[src/rtl/pipeline_pkg.sv]
// pipeline_pkg: shared constants and types for the ID/EX pipeline slice.
//   XLEN            default datapath width
//   CTRL_W          width of the packed control word
//   CTRL_*          bit offsets of each control field inside the control word
//   RESULT_SRC_MEM  ResultSrc encoding that marks a load
//   REG_ZERO        index of the hard-wired zero register
//   next_sel_e      what the ID/EX register loads on the next edge
package pipeline_pkg;

  localparam int XLEN      = 32;
  localparam int CTRL_W    = 10;
  localparam int REG_IDX_W = 5;
  localparam int BUBBLE_W  = 16;

  // Control word layout, MSB to LSB.
  localparam int CTRL_REG_WRITE      = 9;
  localparam int CTRL_RESULT_SRC_MSB = 8;
  localparam int CTRL_RESULT_SRC_LSB = 7;
  localparam int CTRL_MEM_WRITE      = 6;
  localparam int CTRL_JUMP           = 5;
  localparam int CTRL_BRANCH         = 4;
  localparam int CTRL_ALU_CTRL_MSB   = 3;
  localparam int CTRL_ALU_CTRL_LSB   = 1;
  localparam int CTRL_ALU_SRC        = 0;

  localparam logic [1:0]           RESULT_SRC_MEM = 2'b01;
  localparam logic [REG_IDX_W-1:0] REG_ZERO       = 5'd0;
  localparam logic [BUBBLE_W-1:0]  BUBBLE_MAX     = 16'hFFFF;

  typedef enum logic [1:0] {
    NEXT_CAPTURE,
    NEXT_FLUSH,
    NEXT_BUBBLE,
    NEXT_IDLE
  } next_sel_e;

endpackage

[src/rtl/hazard_load_use.sv]
// hazard_load_use: combinational load-use detector between the decode slot
// and the instruction currently in execute.
//   valid_e, result_src_e, rd_e  instruction in execute (valid, ResultSrc, dest)
//   valid_d, rs1_d, rs2_d        instruction in decode (valid, sources)
//   pc_src_e                     taken branch/jump in execute
//   load_use                     decode needs a value the execute load has not produced
//   stall_d                      hold fetch/decode; suppressed when execute redirects
module hazard_load_use
  import pipeline_pkg::*;
(
  input  logic                 valid_e,
  input  logic [1:0]           result_src_e,
  input  logic [REG_IDX_W-1:0] rd_e,
  input  logic                 valid_d,
  input  logic [REG_IDX_W-1:0] rs1_d,
  input  logic [REG_IDX_W-1:0] rs2_d,
  input  logic                 pc_src_e,
  output logic                 load_use,
  output logic                 stall_d
);

  assign load_use = valid_e && (result_src_e == RESULT_SRC_MEM) && (rd_e != REG_ZERO) &&
                    valid_d && ((rd_e == rs1_d) || (rd_e == rs2_d));

  // A redirect squashes the decode instruction anyway, so holding it is pointless.
  assign stall_d = load_use && !pc_src_e;

endmodule

[src/rtl/id_ex_stage.sv]
// id_ex_stage: ID/EX pipeline register with load-use bubble insertion,
// branch flush, write-through bypass of the writeback port and a saturating
// count of inserted bubbles.
//   clk, rst_n                 clock, asynchronous active-low reset
//   ValidD, CtrlD              decode valid and packed control word
//   RD1D, RD2D                 register-bank read data
//   Rs1D, Rs2D, RdD            register indices
//   ImmExtD, PCD, PCPlus4D     immediate, PC, PC+4
//   RegWriteW, RdW, ResultW    writeback port (same values the bank sees)
//   PCSrcE                     taken branch/jump in execute: squash decode
//   ValidE..PCPlus4E           registered execute-stage copies
//   StallD                     hold fetch/decode this cycle
//   BubbleCount                saturating count of flush/load-use bubbles
module id_ex_stage #(
  parameter int XLEN = pipeline_pkg::XLEN
) (
  input  logic                           clk,
  input  logic                           rst_n,
  input  logic                           ValidD,
  input  logic [pipeline_pkg::CTRL_W-1:0] CtrlD,
  input  logic [XLEN-1:0]                RD1D,
  input  logic [XLEN-1:0]                RD2D,
  input  logic [4:0]                     Rs1D,
  input  logic [4:0]                     Rs2D,
  input  logic [4:0]                     RdD,
  input  logic [XLEN-1:0]                ImmExtD,
  input  logic [XLEN-1:0]                PCD,
  input  logic [XLEN-1:0]                PCPlus4D,
  input  logic                           RegWriteW,
  input  logic [4:0]                     RdW,
  input  logic [XLEN-1:0]                ResultW,
  input  logic                           PCSrcE,
  output logic                           ValidE,
  output logic [pipeline_pkg::CTRL_W-1:0] CtrlE,
  output logic [XLEN-1:0]                RD1E,
  output logic [XLEN-1:0]                RD2E,
  output logic [XLEN-1:0]                ImmExtE,
  output logic [XLEN-1:0]                PCE,
  output logic [XLEN-1:0]                PCPlus4E,
  output logic [4:0]                     Rs1E,
  output logic [4:0]                     Rs2E,
  output logic [4:0]                     RdE,
  output logic                           StallD,
  output logic [15:0]                    BubbleCount
);

  import pipeline_pkg::*;

  logic            load_use;
  next_sel_e       next_sel;
  logic            count_event;
  logic [XLEN-1:0] rd1_fwd;
  logic [XLEN-1:0] rd2_fwd;

  hazard_load_use u_hazard (
    .valid_e      (ValidE),
    .result_src_e (CtrlE[CTRL_RESULT_SRC_MSB:CTRL_RESULT_SRC_LSB]),
    .rd_e         (RdE),
    .valid_d      (ValidD),
    .rs1_d        (Rs1D),
    .rs2_d        (Rs2D),
    .pc_src_e     (PCSrcE),
    .load_use     (load_use),
    .stall_d      (StallD)
  );

  // NOTE: every always_comb output gets a default first so no path leaves it
  // unassigned; that is what keeps synthesis from inferring a latch.
  always_comb begin
    next_sel = NEXT_CAPTURE;
    if (PCSrcE)       next_sel = NEXT_FLUSH;
    else if (load_use) next_sel = NEXT_BUBBLE;
    else if (!ValidD)  next_sel = NEXT_IDLE;
  end

  // Idle slots are not bubbles; a flush that also hides a load-use counts once.
  assign count_event = (next_sel == NEXT_FLUSH) || (next_sel == NEXT_BUBBLE);

  // The bank is written on the same edge we capture, so its read data is stale
  // for a register being written back this cycle. x0 is never forwarded.
  always_comb begin
    rd1_fwd = RD1D;
    rd2_fwd = RD2D;
    if (RegWriteW && (RdW != REG_ZERO) && (RdW == Rs1D)) rd1_fwd = ResultW;
    if (RegWriteW && (RdW != REG_ZERO) && (RdW == Rs2D)) rd2_fwd = ResultW;
  end

  // NOTE: sequential state uses non-blocking assignments so every register
  // samples pre-edge values regardless of statement order.
  always_ff @(posedge clk or negedge rst_n) begin
    if (!rst_n) begin
      ValidE      <= 1'b0;
      CtrlE       <= '0;
      RD1E        <= '0;
      RD2E        <= '0;
      ImmExtE     <= '0;
      PCE         <= '0;
      PCPlus4E    <= '0;
      Rs1E        <= '0;
      Rs2E        <= '0;
      RdE         <= '0;
      BubbleCount <= '0;
    end else begin
      if (next_sel == NEXT_CAPTURE) begin
        ValidE   <= 1'b1;
        CtrlE    <= CtrlD;
        RD1E     <= rd1_fwd;
        RD2E     <= rd2_fwd;
        ImmExtE  <= ImmExtD;
        PCE      <= PCD;
        PCPlus4E <= PCPlus4D;
        Rs1E     <= Rs1D;
        Rs2E     <= Rs2D;
        RdE      <= RdD;
      end else begin
        // Flush, bubble and idle all load an all-zero NOP.
        ValidE   <= 1'b0;
        CtrlE    <= '0;
        RD1E     <= '0;
        RD2E     <= '0;
        ImmExtE  <= '0;
        PCE      <= '0;
        PCPlus4E <= '0;
        Rs1E     <= '0;
        Rs2E     <= '0;
        RdE      <= '0;
      end
      if (count_event && (BubbleCount != BUBBLE_MAX)) BubbleCount <= BubbleCount + 16'd1;
    end
  end

endmodule

[config.mk]
export PLATFORM = sky130hd
export DESIGN_NAME = id_ex_stage
export DESIGN_NICKNAME = d
export VERILOG_FILES = /design/src/rtl/pipeline_pkg.sv /design/src/rtl/hazard_load_use.sv /design/src/rtl/id_ex_stage.sv
export SDC_FILE = /design/constraint.sdc
export NUM_CORES = 1
export LEC_CHECK = 0
export CORE_AREA = 2 2 166 168
export CTS_CLUSTER_DIAMETER = 80
export DETAILED_ROUTE_END_ITERATION = 6
export DIE_AREA = 0 0 168 170
export HOLD_SLACK_MARGIN = 0.12
export SLEW_MARGIN = 30
export SYNTH_ARGS = -nofsm -noshare
export SYNTH_HDL_FRONTEND = slang
export SYNTH_SLANG_ARGS = --single-unit
[constraint.sdc]
create_clock -name clk -period 2.9 [get_ports clk]
set_input_delay 0.29 -clock clk [delete_from_list [all_inputs] [get_ports clk]]
set_output_delay 0.29 -clock clk [all_outputs]
set_load 0.005 [all_outputs]
==> impl_metrics.yaml, run 1 <==
placed_design:
  io_buffer_count: 429
  dpl_cell_area_um2: 12500
  gp_congestion: 0.868
  place_ws_ns: 0.128
  place.detailed.hpwl_um: 19100
synth:
  ys_ff_latch: 202
  yosysSeqAreaShare: 0.654
  synth_fp_nets: 843
  yosys_warnings: 0
  avgSynthCellArea_um2: 12.6
  synth_cells: 613
  syn_area_um2: 7730
  synth_cell_type_count: 32
clock_network:
  cts_buffers: 23
  clk_latency_ns: 0.51
  cts_setup_buffers: 0
  cts_tree: "yes"
  htree_levels: 1
  clkSinkCount: 202
  clock_path_buffers: 3
  cts_root_buf: "clkbuf_16"
  clk_pin_slew_ns: 0.06
timing:
  fmax_mhz: 391
  relSlewSlack: 0.477
  fin_ws_ns: 0.343
  drv_slew: 0
  tns_ns: 0
  finClkSkew_ns: 0.00635
  whs_ns: 0.297
  rsz0062_at_grt: "false"
  hold_viol_final: 0
  finalSetupViolations: 0
  tightest_slew_ns: 0.782
  period_share: 0.882
  period_minus_slack_ns: 2.56
grt:
  grt_overflow_total: 0
  grt_pass1_wl_um: 38200
  grt_antenna_before_repair: 2
  grt_max_degree: 83
  grt_pass1_vias: 6512
  grtUsageTotal: 0.174
critical_path:
  startpoint_type: "register"
  crit_type: "reg -> out"
  critPathCaptureType: "primary output"
  rr_startpoint: "RdE[0]"
  path_delay_family: "simple AND/OR/NAND/NOR gates"
  arrival_ns: 2.27
  r2r_slack_ns: 0.37
  r2r_cells: 7
  worst-path-max-fanout: 4
  worst-endpoint-required_ns: 2.61
  slowest_stage: "or4_1"
  crit_buf_inv: 1
  critPathMaxStageDelay_ns: 0.57
  crit_chain: "or4_1 -> o211ai_1 -> nor2_1 -> clkdlybuf4s50_1"
  reg2reg_to: "BubbleCount[15]"
floorplanning:
  floorplan.initialDensity: 0.290
  dieHeight_um: 170
  die_x_um: 168
  die_area_um2: 28600
  ios: 430
  fp.coreArea_um2: 26700
  rows: 60
detailed_routing:
  drt_iter0_drc: 305
  wl_um: 25100
  drt-vias-per-instance: 4.29
  drt-pass1-iter-count: 4
  drc: 0
  wl_per_cell_um: 17.8
  vias: 6058
  ant_nets: 0
layout:
  regArea_um2: 5050
  multi_input_area_um2: 2520
  layout-drive-gt1-share: 0.0562
  fin_nets: 1283
  fillCellCount: 2411
  area_growth_pct: 71.3
  final_common_cell: "clkdlybuf4s50_1"
  design_area_um2: 13200
  mostFrequentLayoutCells: "428 x clkdlybuf4s50_1, 202 x dfrtp_1, 122 x and2_1"
  fin_util: 0.497
run_status:
  outcome: "finished clean"
power:
  leakagePower_nw: 5.72
  ir_drop_mv: 0.403
  p_per_area_nw_per_um2: 517
run:
  maxCapViolations: 0
hold_path:
  hp-class: "in -> async"
[flip-flops by register name (all words and copies together) (netlist names), 5 cells and up]
signal,count
PCE,32
Rs1E,5
RD2E,32
RdE,5
ImmExtE,32
RD1E,32
PCPlus4E,32
Rs2E,5
BubbleCount,16
CtrlE,10
[kinds of logic after synthesis]
| kind of cell | after synthesis | share of synthesized area |
|---|---|---|
| flip-flops | 202 | 0.654 |
| multiplexers | 66 | 0.0858 |
| adder cells (fa/ha/maj) | 3 | 0.00486 |
| XOR/XNOR | 34 | 0.0385 |
| buffers and inverters | 33 | 0.0219 |
| AO/OA/AOI/OAI | 17 | 0.0170 |
| AND/OR/NAND/NOR | 258 | 0.178 |
[worst reg2reg max path, cell delays in order, from the launching register on]
cell and delay, ns:
dfrtp_1 0.44, or4_1 0.58, o211ai_1 0.23, o22a_1 0.22, ha_4 0.20, nand4_1 0.15, a2111oi_1 0.47, xor2_1 0.18
[stage by stage]
| stage | std cells | power (mW) |
|---|---|---|
| after floorplan | 613 | 3.36 |
| after global placement | 1368 | 4.15 |
| after detailed placement | 1368 | 4.15 |
| after CTS | 1409 | 6.98 |
| after global routing | 1411 | 7.17 |
| final | 1411 | 6.85 |
[routing by layer]
metal / global-route usage / part of all wire / vias up
met5: 0 / 0 / -
met4: 0.0597 / 0.032 / 0
met3: 0.0644 / 0.10 / 47
met2: 0.309 / 0.50 / 291
met1: 0.193 / 0.37 / 2871
li1: - / - / 2849
[where the power goes]
group,internal [mW],total (mW),leakage (nW),switching [mW]
Clock,1.62,2.76,0.357,1.14
Combinational,0.653,1.02,2.63,0.370
Sequential,2.96,3.07,2.73,0.104
[what timing repair did]
action                    CTS  global route
gates resized for setup     0             0
hold buffers                1             0
hold endpoints to repair   49             0
[worst max-delay path by stage]
stage | from | depth (start not counted) | slack, ns | endpoint
floorplan | RdE[0] | 8 | 0.38 | BubbleCount[13]
global placement | Rs2D[1] | 9 | 0.17 | BubbleCount[15]
detailed placement | Rs2D[1] | 9 | 0.13 | BubbleCount[13]
CTS | RdE[0] | 4 | 0.31 | StallD
global route | RdE[0] | 7 | 0.21 | BubbleCount[10]
finish | RdE[0] | 4 | 0.34 | StallD
[synthesized netlist by cell type]
cell / number / area share
dfrtp_1: 202 / 0.65
and2_1: 122 / 0.099
nand2_1: 107 / 0.052
mux2i_1: 64 / 0.083
clkbuf_1: 26 / 0.013
xor2_1: 26 / 0.029
xnor2_1: 8 / 0.0091
nor2_1: 7 / 0.0034
buf_6: 6 / 0.0087
nand3_1: 6 / 0.0039
a21oi_1: 5 / 0.0032
a211oi_1: 4 / 0.0039
and3_1: 3 / 0.0024
ha_1: 3 / 0.0049
nor4_4: 3 / 0.0083
a2111oi_1: 2 / 0.0026
mux2_1: 2 / 0.0029
nand4_1: 2 / 0.0016
nor3_1: 2 / 0.0013
a2111oi_0: 1 / 0.0011
a21boi_1: 1 / 0.00097
a22oi_1: 1 / 0.00097
inv_1: 1 / 0.00049
nand3_2: 1 / 0.0013
nand4b_1: 1 / 0.0011
nor2b_1: 1 / 0.00081
o211ai_1: 1 / 0.00097
o21ai_4: 1 / 0.0021
o22a_1: 1 / 0.0011
or2_1: 1 / 0.00081
or4_1: 1 / 0.00097
or4_4: 1 / 0.0015
[cell type report]
type | instances | area share
Clock inverter | 9 | 0.00557
Sequential cell | 202 | 0.382
Tap cell | 341 | 0.0322
Antenna cell | 2 | 0.000378
Clock buffer | 31 | 0.0480
Inverter | 1 | 0.000283
Multi-Input combinational cell | 378 | 0.190
Timing Repair Buffer | 447 | 0.342
Note: power is estimated with default switching activity, not from simulation.
==> run 2: changes to the inputs <==
--- a/config.mk
+++ b/config.mk
@@ -5,10 +5,10 @@
 export SDC_FILE = /design/constraint.sdc
 export NUM_CORES = 1
 export LEC_CHECK = 0
-export CORE_AREA = 2 2 166 168
+export CORE_AREA = 2 2 167 169
 export CTS_CLUSTER_DIAMETER = 80
 export DETAILED_ROUTE_END_ITERATION = 6
-export DIE_AREA = 0 0 168 170
+export DIE_AREA = 0 0 169 171
 export HOLD_SLACK_MARGIN = 0.12
 export SLEW_MARGIN = 30
 export SYNTH_ARGS = -nofsm -noshare
==> impl_metrics.yaml, run 2 (synthesized netlist as in run 1, its figures left out) <==
timing:
  fmax_mhz: 391
  tns_ns: 0
  period_minus_slack_ns: 2.56
  drv_slew: 0
  tightest_slew_ns: 0.679
  rsz0062_at_grt: "false"
  relSlewSlack: 0.547
  finalSetupViolations: 0
  finClkSkew_ns: 0.0234
  period_share: 0.881
  hold_viol_final: 0
floorplanning:
  rows: 61
  die_x_um: 169
  fp.coreArea_um2: 27300
  floorplan.initialDensity: 0.283
  die_area_um2: 28900
  dieHeight_um: 171
  ios: 430
clock_network:
  clk_latency_ns: 0.52
  clock_path_buffers: 3
  htree_levels: 1
  cts_root_buf: "clkbuf_16"
  clkSinkCount: 202
  clk_pin_slew_ns: 0.07
  post_cts_resized: 0
  cts_buffers: 24
  cts_tree: "yes"
layout:
  area_growth_pct: 72.5
  mostFrequentLayoutCells: "428 x clkdlybuf4s50_1, 202 x dfrtp_1, 122 x and2_1"
  regArea_um2: 5050
  fin_nets: 1285
  final_common_cell: "clkdlybuf4s50_1"
  antenna_cells: 0
  fillCellCount: 2505
  fin_util: 0.488
  layout-drive-gt1-share: 0.0588
  multi_input_area_um2: 2520
grt:
  grt_max_degree: 80
  grt_overflow_total: 0
  grtUsageTotal: 0.169
  grt_pass1_wl_um: 37300
  grt_antenna_before_repair: 1
  grt_pass1_vias: 6402
critical_path:
  arrival_ns: 2.27
  r2r_cells: 7
  slowest_stage: "or4_1"
  critPathMaxStageDelay_ns: 0.57
  critPathCaptureType: "primary output"
  r2r_slack_ns: 0.38
  worst-path-max-fanout: 4
  reg2reg_to: "BubbleCount[13]"
  crit_type: "reg -> out"
  crit_chain: "or4_1 -> o211ai_1 -> nor2_1 -> clkdlybuf4s50_1"
  worst-endpoint-required_ns: 2.61
  startpoint_type: "register"
  crit_start: "RdE[0]"
  rr_startpoint: "RdE[0]"
hold_path:
  min-delay-start: "RD2D[17]"
  min_path_cells: 3
  hold-path-endpoint: "RD2E[17]"
  hp-class: "in -> reg"
placed_design:
  gp_congestion: 0.807
  io_buffer_count: 429
  place.detailed.hpwl_um: 18700
power:
  ir_drop_mv: 0.434
  p_total_mw: 7.01
  p_per_area_nw_per_um2: 526
  leakagePower_nw: 5.75
detailed_routing:
  wl_um: 25100
  wl_per_cell_um: 17.7
  drt-vias-per-instance: 4.25
  drt_iter0_drc: 205
  drc: 0
  ant_nets: 0
  vias: 6021
  drt-pass1-iter-count: 4
run_status:
  outcome: "finished clean"
run:
  maxCapViolations: 0
-- run 2: cell count changes in the layout (fill, tap and decap cells not counted), sizes merged --
cell | previous run | this run
clkbuf | 32 | 35
diode | 2 | 0
buf | 17 | 18
clkinv | 7 | 6
clkinvlp | 0 | 1
inv | 2 | 1
-- run 2: per-layer routing --
layer | vias to the layer above | routed length [um] | GRT usage
met3 | 42 | 2770 | 0.0706
met1 | 2829 | 9130 | 0.179
li1 | 2853 | - | -
met5 | - | 19 | 0
met4 | 4 | 517 | 0.0420
met2 | 293 | 12700 | 0.309
-- run 2: what timing repair did --
| action | CTS | global route |
|---|---|---|
| hold buffers | 1 | 0 |
| hold endpoints to repair | 76 | 0 |
| setup buffers | 0 | 0 |
-- run 2: how the worst max path moves through the flow --
stage,endpoint,slack [ns],cells after the start
finish,StallD,0.34,4
floorplan,BubbleCount[13],0.38,8
CTS,StallD,0.30,4
global route,BubbleCount[9],0.15,8
global placement,BubbleCount[10],0.13,9
detailed placement,BubbleCount[13],0.13,9
-- run 2: area by class of cell --
type                    count  share of cell area
flip-flops and latches    202               0.379
repair buffers            448               0.342
multi-input cells         378               0.189
clock buffers              34              0.0525
well taps                 346              0.0325
clock inverters             8             0.00507
inverters                   1            0.000282
-- run 2: power by group --
part	switching [mW]	total (mW)	leakage [nW]	internal [mW]
sequential	0.100	3.06	2.73	2.96
combinational	0.367	1.02	2.64	0.655
clock	1.17	2.92	0.380	1.76
-- run 2: critical path: cells and delay by family, from the launching register on --
kind | cells | cell delay [ns]
AOI/OAI and AO/OA | 1 | 0.22
buffers and inverters | 1 | 0.47
DFF | 1 | 0.43
and+or+nand+nor | 2 | 0.63
-- run 2: per-stage QoR --
stage	worst slack, ns	std cells	hold WS (ns)	instance area [um^2]
2_1_floorplan	0.383	613	-0.00559	7730
3_3_place_gp	0.128	1374	0.395	12600
3_5_place_dp	0.135	1374	0.395	12600
4_1_cts	0.303	1417	0.277	13300
5_1_grt	0.146	1417	0.296	13300
6_report	0.344	1417	0.308	13300
==> run 3: changes to the inputs <==
--- a/config.mk
+++ b/config.mk
@@ -10,7 +10,7 @@
 export DETAILED_ROUTE_END_ITERATION = 6
 export DIE_AREA = 0 0 169 171
 export HOLD_SLACK_MARGIN = 0.12
-export SLEW_MARGIN = 30
+export SKIP_CTS_REPAIR_TIMING = 1
 export SYNTH_ARGS = -nofsm -noshare
 export SYNTH_HDL_FRONTEND = slang
 export SYNTH_SLANG_ARGS = --single-unit
==> results of run 3 <==
Same layout as run 2: the final DEF is identical, and so are final timing and power.
Main changes from that run: wire length of the first global-routing pass 37300 um -> 37200 um; via count of the first global-routing pass 6402 -> 6396
==> variant 1: new RTL, flow settings as in run 3 <==
Register the output `BubbleCount` once more; this adds one clock of latency there. The other outputs are not delayed to match.
--- a/src/rtl/id_ex_stage.sv
+++ b/src/rtl/id_ex_stage.sv
@@ -46,4 +46,6 @@
 
   import pipeline_pkg::*;
+
+  logic [15:0] BubbleCount_s0;
 
   logic            load_use;
@@ -100,5 +102,5 @@
       Rs2E        <= '0;
       RdE         <= '0;
-      BubbleCount <= '0;
+      BubbleCount_s0 <= '0;
     end else begin
       if (next_sel == NEXT_CAPTURE) begin
@@ -126,6 +128,10 @@
         RdE      <= '0;
       end
-      if (count_event && (BubbleCount != BUBBLE_MAX)) BubbleCount <= BubbleCount + 16'd1;
+      if (count_event && (BubbleCount_s0 != BUBBLE_MAX)) BubbleCount_s0 <= BubbleCount_s0 + 16'd1;
     end
+  end
+
+  always_ff @(posedge clk) begin
+    BubbleCount <= BubbleCount_s0;
   end
 
Behaviour: not the same (a bounded check fails within 4 cycles, from zero or initial values and one cycle with rst_n low).
==> variant 1 against run 3 <==
- clock skew down 13 ps
- routed wire length grew 0.74%
- sequential cell count grew 16
- power rose by 10%
- highest routed layer unchanged
- final cell count grew 1.5%
- utilization increased by 1.8 points
- design area grew 3.7%
- register-to-register slack got worse by 80 ps
- setup slack worse by 41 ps
- maximum frequency fell by 1.6%
- largest cell class unchanged
- critical path type is now flip-flop to flip-flop
- synthesized area grew 4.1%
- count of clock-buffer cells in the layout is 5 higher
- critical endpoint is now BubbleCount_s0[13]$_DFFE_PN0P_
==> variant 1: results (changes against run 3) <==
* # diodes at 0 (unchanged)
* Initial antenna violation count at 1 (unchanged)
* Tot GR Track Use at 0.170 (+0.00122)
* Critical path origin: RdE[0]$_DFF_PN0_
* Worst Path Arrival at 2970 ps (+700 ps)
* Seq/Total Area, Yosys at 0.668 (+0.0138)
* Leakage at 5.96 nW (+3.7%)
* Syn nets at 859 (+1.9%)
* Synth cell types at 33 (+3.1%)
* Clock Root Buffer: clkbuf_16
* Share of cells above drive strength 1 at 0.0641 (+0.00528)
* Max-slew headroom at 0.640 (+0.0923)
* Clock Tree Buf Depth at 3 (unchanged)
* HPWL after DPL at 19.0 mm (+1.7%)
* CTS H-tree depth at 1 (unchanged)
* Max-cap violations at 0 (unchanged)
* Worst Hold Depth at 3 (unchanged)
* Routed vias at 6142 (+2.0%)
* Most frequent cells after synthesis: dfrtp_1 (202), and2_1 (122), nand2_1 (107), mux2i_1 (64)
* Initial DRC Count at 295 (+44%)
* Main area contributors after synthesis: dfrtp_1 (63%), and2_1 (9.5%), mux2i_1 (8.0%)
* First-pass GRT wire length at 37.7 mm (+1.3%)
* Congestion Overflow GR at 0 (unchanged)
* Asr flop ratio synth at 0.927 (-0.0734)
* R2R depth at 7 (unchanged)
* Status: complete, no violations
* Vias/cell at 4.27 (+0.52%)
* Nets@finish at 1303 (+1.4%)
* Num CTS Buffers at 25 (+4.2%)
* WL per Instance at 17.6 um (-0.73%)
* First drt pass iteration count at 4 (unchanged)
* GP Congestion at 0.800 (-0.81%)
* Vias in the first global route at 6512 (+1.8%)
* Warnings from Yosys at 0 (unchanged)
* Clock Skew at 10.3 ps (-13.1 ps)
* Min-delay src: RD2D[22]
* Clk Latency, worst-skew pair at 510 ps
* Worst-path clk slew at 60 ps
* Worst-path maximum fanout at 9 (+5)
* Synth Instances at 629 (+2.6%)
* Largest net degree at the start of global routing at 59 (-26%)
* Post-Place Cells at 1391 (+1.2%)
* VDD IR-drop max at 0.410 mV (-5.6%)
* IO buf count at 429 (unchanged)
## variant 1: layer usage
layer	GRT usage	routed length [um]
met1	0.189	9350
met2	0.305	12800
met3	0.0659	2560
met4	0.0435	587
met5	0	13
## variant 1: power breakdown
group          internal, W  total (W)  leakage, nW  switching, W
Clock              0.00213    0.00336        0.449       0.00124
Sequential         0.00323    0.00334         2.86      0.000113
Combinational     0.000659    0.00103         2.65      0.000375
## variant 1: layout make-up
type | count | area (sq um)
Sequential cell | 218 | 5380
Clock inverter | 7 | 114
Multi-Input combinational cell | 378 | 2520
Inverter | 1 | 3.75
Fill cell | 2423 | 13500
Timing Repair Buffer | 449 | 4590
Tap cell | 346 | 433
Clock buffer | 39 | 788
## variant 1: worst paths after layout
path	to	slack, ps
worst max register to register	BubbleCount_s0[13]$_DFFE_PN0P_	300
worst max-delay path	BubbleCount_s0[13]$_DFFE_PN0P_	300
max in group asynchronous	PCE[1]$_DFF_PN0_	1800
min in group asynchronous	RD2E[12]$_DFF_PN0_	340
worst min-delay path	RD2E[22]$_DFF_PN0_	320
worst min register to register	BubbleCount[1]$_DFF_P_	420
## variant 1: metrics by stage
step | setup WS [ps] | cell area [sq um] | hold WS, ps
after floorplan | 383 | 8050 | -5.59
after global placement | 68.6 | 12900 | 316
after detailed placement | 16.2 | 12900 | 317
after CTS | 284 | 13800 | -232
after global routing | 103 | 13800 | 304
final | 303 | 13800 | 319
## variant 1: critical path, cell delays in order, from the launching register on
cell and delay [ps]:
dfrtp_1 430, or4_1 560, o211ai_1 230, o22a_1 260, ha_4 210, nand4_1 160, a2111oi_1 490, xor2_1 120
## variant 1: cells by family (layout without fill, tap and decap cells)
logic type      count (synthesis)  count (layout)  synth area share
flops                         218             218             0.668
compound gates                 17              17            0.0163
fa+ha+maj                       3               3           0.00466
xor+xnor                       34              34            0.0370
buf+inv                        33             496            0.0210
mux                            66              66            0.0824
simple gates                  258             258             0.171
==> variant 2: new RTL, flow settings as in run 3 <==
Without the edit above. Change the package constant `REG_ZERO` from 5'd0 to 5'd1.
--- a/src/rtl/pipeline_pkg.sv
+++ b/src/rtl/pipeline_pkg.sv
@@ -25,5 +25,5 @@
 
   localparam logic [1:0]           RESULT_SRC_MEM = 2'b01;
-  localparam logic [REG_IDX_W-1:0] REG_ZERO       = 5'd0;
+  localparam logic [REG_IDX_W-1:0] REG_ZERO       = 5'd1;
   localparam logic [BUBBLE_W-1:0]  BUBBLE_MAX     = 16'hFFFF;
 
Formal check against the unedited RTL: not equivalent (a bounded check fails within 4 cycles, from zero or initial values and one cycle with rst_n low).
==> variant 2 against run 3 <==
- sequential cell count unchanged
- design area is essentially flat
- routed wire length down 1.8%
- setup slack lost 130 ps
- clock skew shrank 17 ps
- maximum frequency fell by 4.9%
- synthesized area decreased by 0.45%
- global-route usage down 0.36 points
- critical path depth is the same
- count of clock-buffer cells in the layout rose by 3
- power increased by 3.8%
==> variant 2: results (changes against run 3) <==
* Status: complete, no violations
* DRT Wirelength at 24.7 mm (-1.8%)
* # setup viols final at 0 (unchanged)
* HPWL after DPL at 18.2 mm (-2.8%)
* Max-slew headroom at 0.558 (+0.0102)
* Worst hold margin at 318 ps (+9.33 ps)
* CTS H-tree depth at 1 (unchanged)
* Initial DRC Count at 307 (+50%)
* Worst hold path type: input port to flip-flop
* Setup TNS at 0 ps (unchanged)
* VDD IR-drop max at 0.438 mV (+0.76%)
* Synth Instances at 612 (-0.16%)
* Tot GR Track Use at 0.165 (-0.00364)
* Clk Latency, worst-skew pair at 510 ps
* Vias in the first global route at 6357 (-0.61%)
* Asr flop ratio synth at 1.00 (unchanged)
* Place WS at 151 ps (+16.4 ps)
* Worst path max stage delay at 690 ps (+120 ps)
* Slowest CP cell: or4b_2
* GP Congestion at 0.759 (-5.9%)
* Area post-placement at 0.0125 sq mm (-0.73%)
* Residual DRC at 0 (unchanged)
* Clock Skew at 6.63 ps (-16.8 ps)
* Routed vias at 6041 (+0.33%)
* Reg2reg end: BubbleCount[12]$_DFFE_PN0P_
* Leakage at 5.69 nW (-1.1%)
* Nets@finish at 1282 (-0.23%)
* Initial antenna violation count at 0 (-1)
* R2r setup slk at 250 ps (-130 ps)
* Vias/cell at 4.27 (+0.40%)
* Share of cells above drive strength 1 at 0.0579 (-0.000880)
* Post-Place Cells at 1371 (-0.22%)
* R2R depth at 8 (+1)
* Num CTS Buffers at 24 (unchanged)
* Main area contributors after synthesis: dfrtp_1 (66%), and2_1 (9.9%), mux2i_1 (8.3%)
* Min-delay src: RD1D[25]
* Seq/Total Area, Yosys at 0.657 (+0.00298)
* Worst Path Arrival at 2400 ps (+130 ps)
* Most frequent cells after synthesis: dfrtp_1 (202), and2_1 (122), nand2_1 (101), mux2i_1 (64), clkbuf_1 (25)
* Largest net degree at the start of global routing at 100 (+25%)
* Critical R2R Launch: RdE[3]$_DFF_PN0_
* Hold EP: RD1E[25]$_DFF_PN0_
* Syn nets at 842 (-0.12%)
* First drt pass iteration count at 6 (+2)
* First-pass GRT wire length at 36.8 mm (-1.3%)
* Core region area at 0.0273 sq mm (unchanged)
* Clock Tree Buf Depth at 3 (unchanged)
* Synth cell types at 31 (-3.1%)
* Worst-path maximum fanout at 4 (unchanged)
[variant 2: cells by family after synthesis]
family | count (synthesis) | share of synthesized area
fa+ha+maj | 3 | 0.00488
compound gates | 14 | 0.0135
flops | 202 | 0.657
xor+xnor | 32 | 0.0364
simple gates | 264 | 0.182
mux | 65 | 0.0847
buf+inv | 32 | 0.0215
[variant 2: report_power, final]
group | switching (W) | internal, W
sequential | 0.000104 | 0.00296
combinational | 0.000360 | 0.000650
clock | 0.00120 | 0.00200
[variant 2: worst max-delay path by stage]
stage | startpoint | end | slack, ps | cells past startpoint
finish | RdE[3]$_DFF_PN0_ | StallD | 210 | 4
global route | RdE[3]$_DFF_PN0_ | BubbleCount[12]$_DFFE_PN0P_ | 40 | 8
CTS | RdE[3]$_DFF_PN0_ | StallD | 160 | 4
detailed placement | Rs1D[2] | BubbleCount[12]$_DFFE_PN0P_ | 150 | 10
global placement | Rs1D[2] | BubbleCount[12]$_DFFE_PN0P_ | 190 | 10
floorplan | RdE[3]$_DFF_PN0_ | RD1E[10]$_DFF_PN0_ | 250 | 9
[variant 2: critical path: cells and delay by family, from the launching register on]
family	cells	cell delay, ps
buf+inv	1	470
simple gates	2	750
compound gates	1	230
flops	1	430
[variant 2: area by class of cell]
class | count | area [sq um]
fillers | 2466 | 14000
flip-flops and latches | 202 | 5050
repair buffers | 445 | 4500
multi-input cells | 378 | 2490
clock buffers | 37 | 731
well taps | 346 | 433
clock inverters | 7 | 119
inverters | 1 | 3.75
[variant 2: metal layers]
layer / part of all wire / global-route usage
met5: 0 / 0
met4: 0.022 / 0.0383
met3: 0.10 / 0.0638
met2: 0.52 / 0.308
met1: 0.36 / 0.175
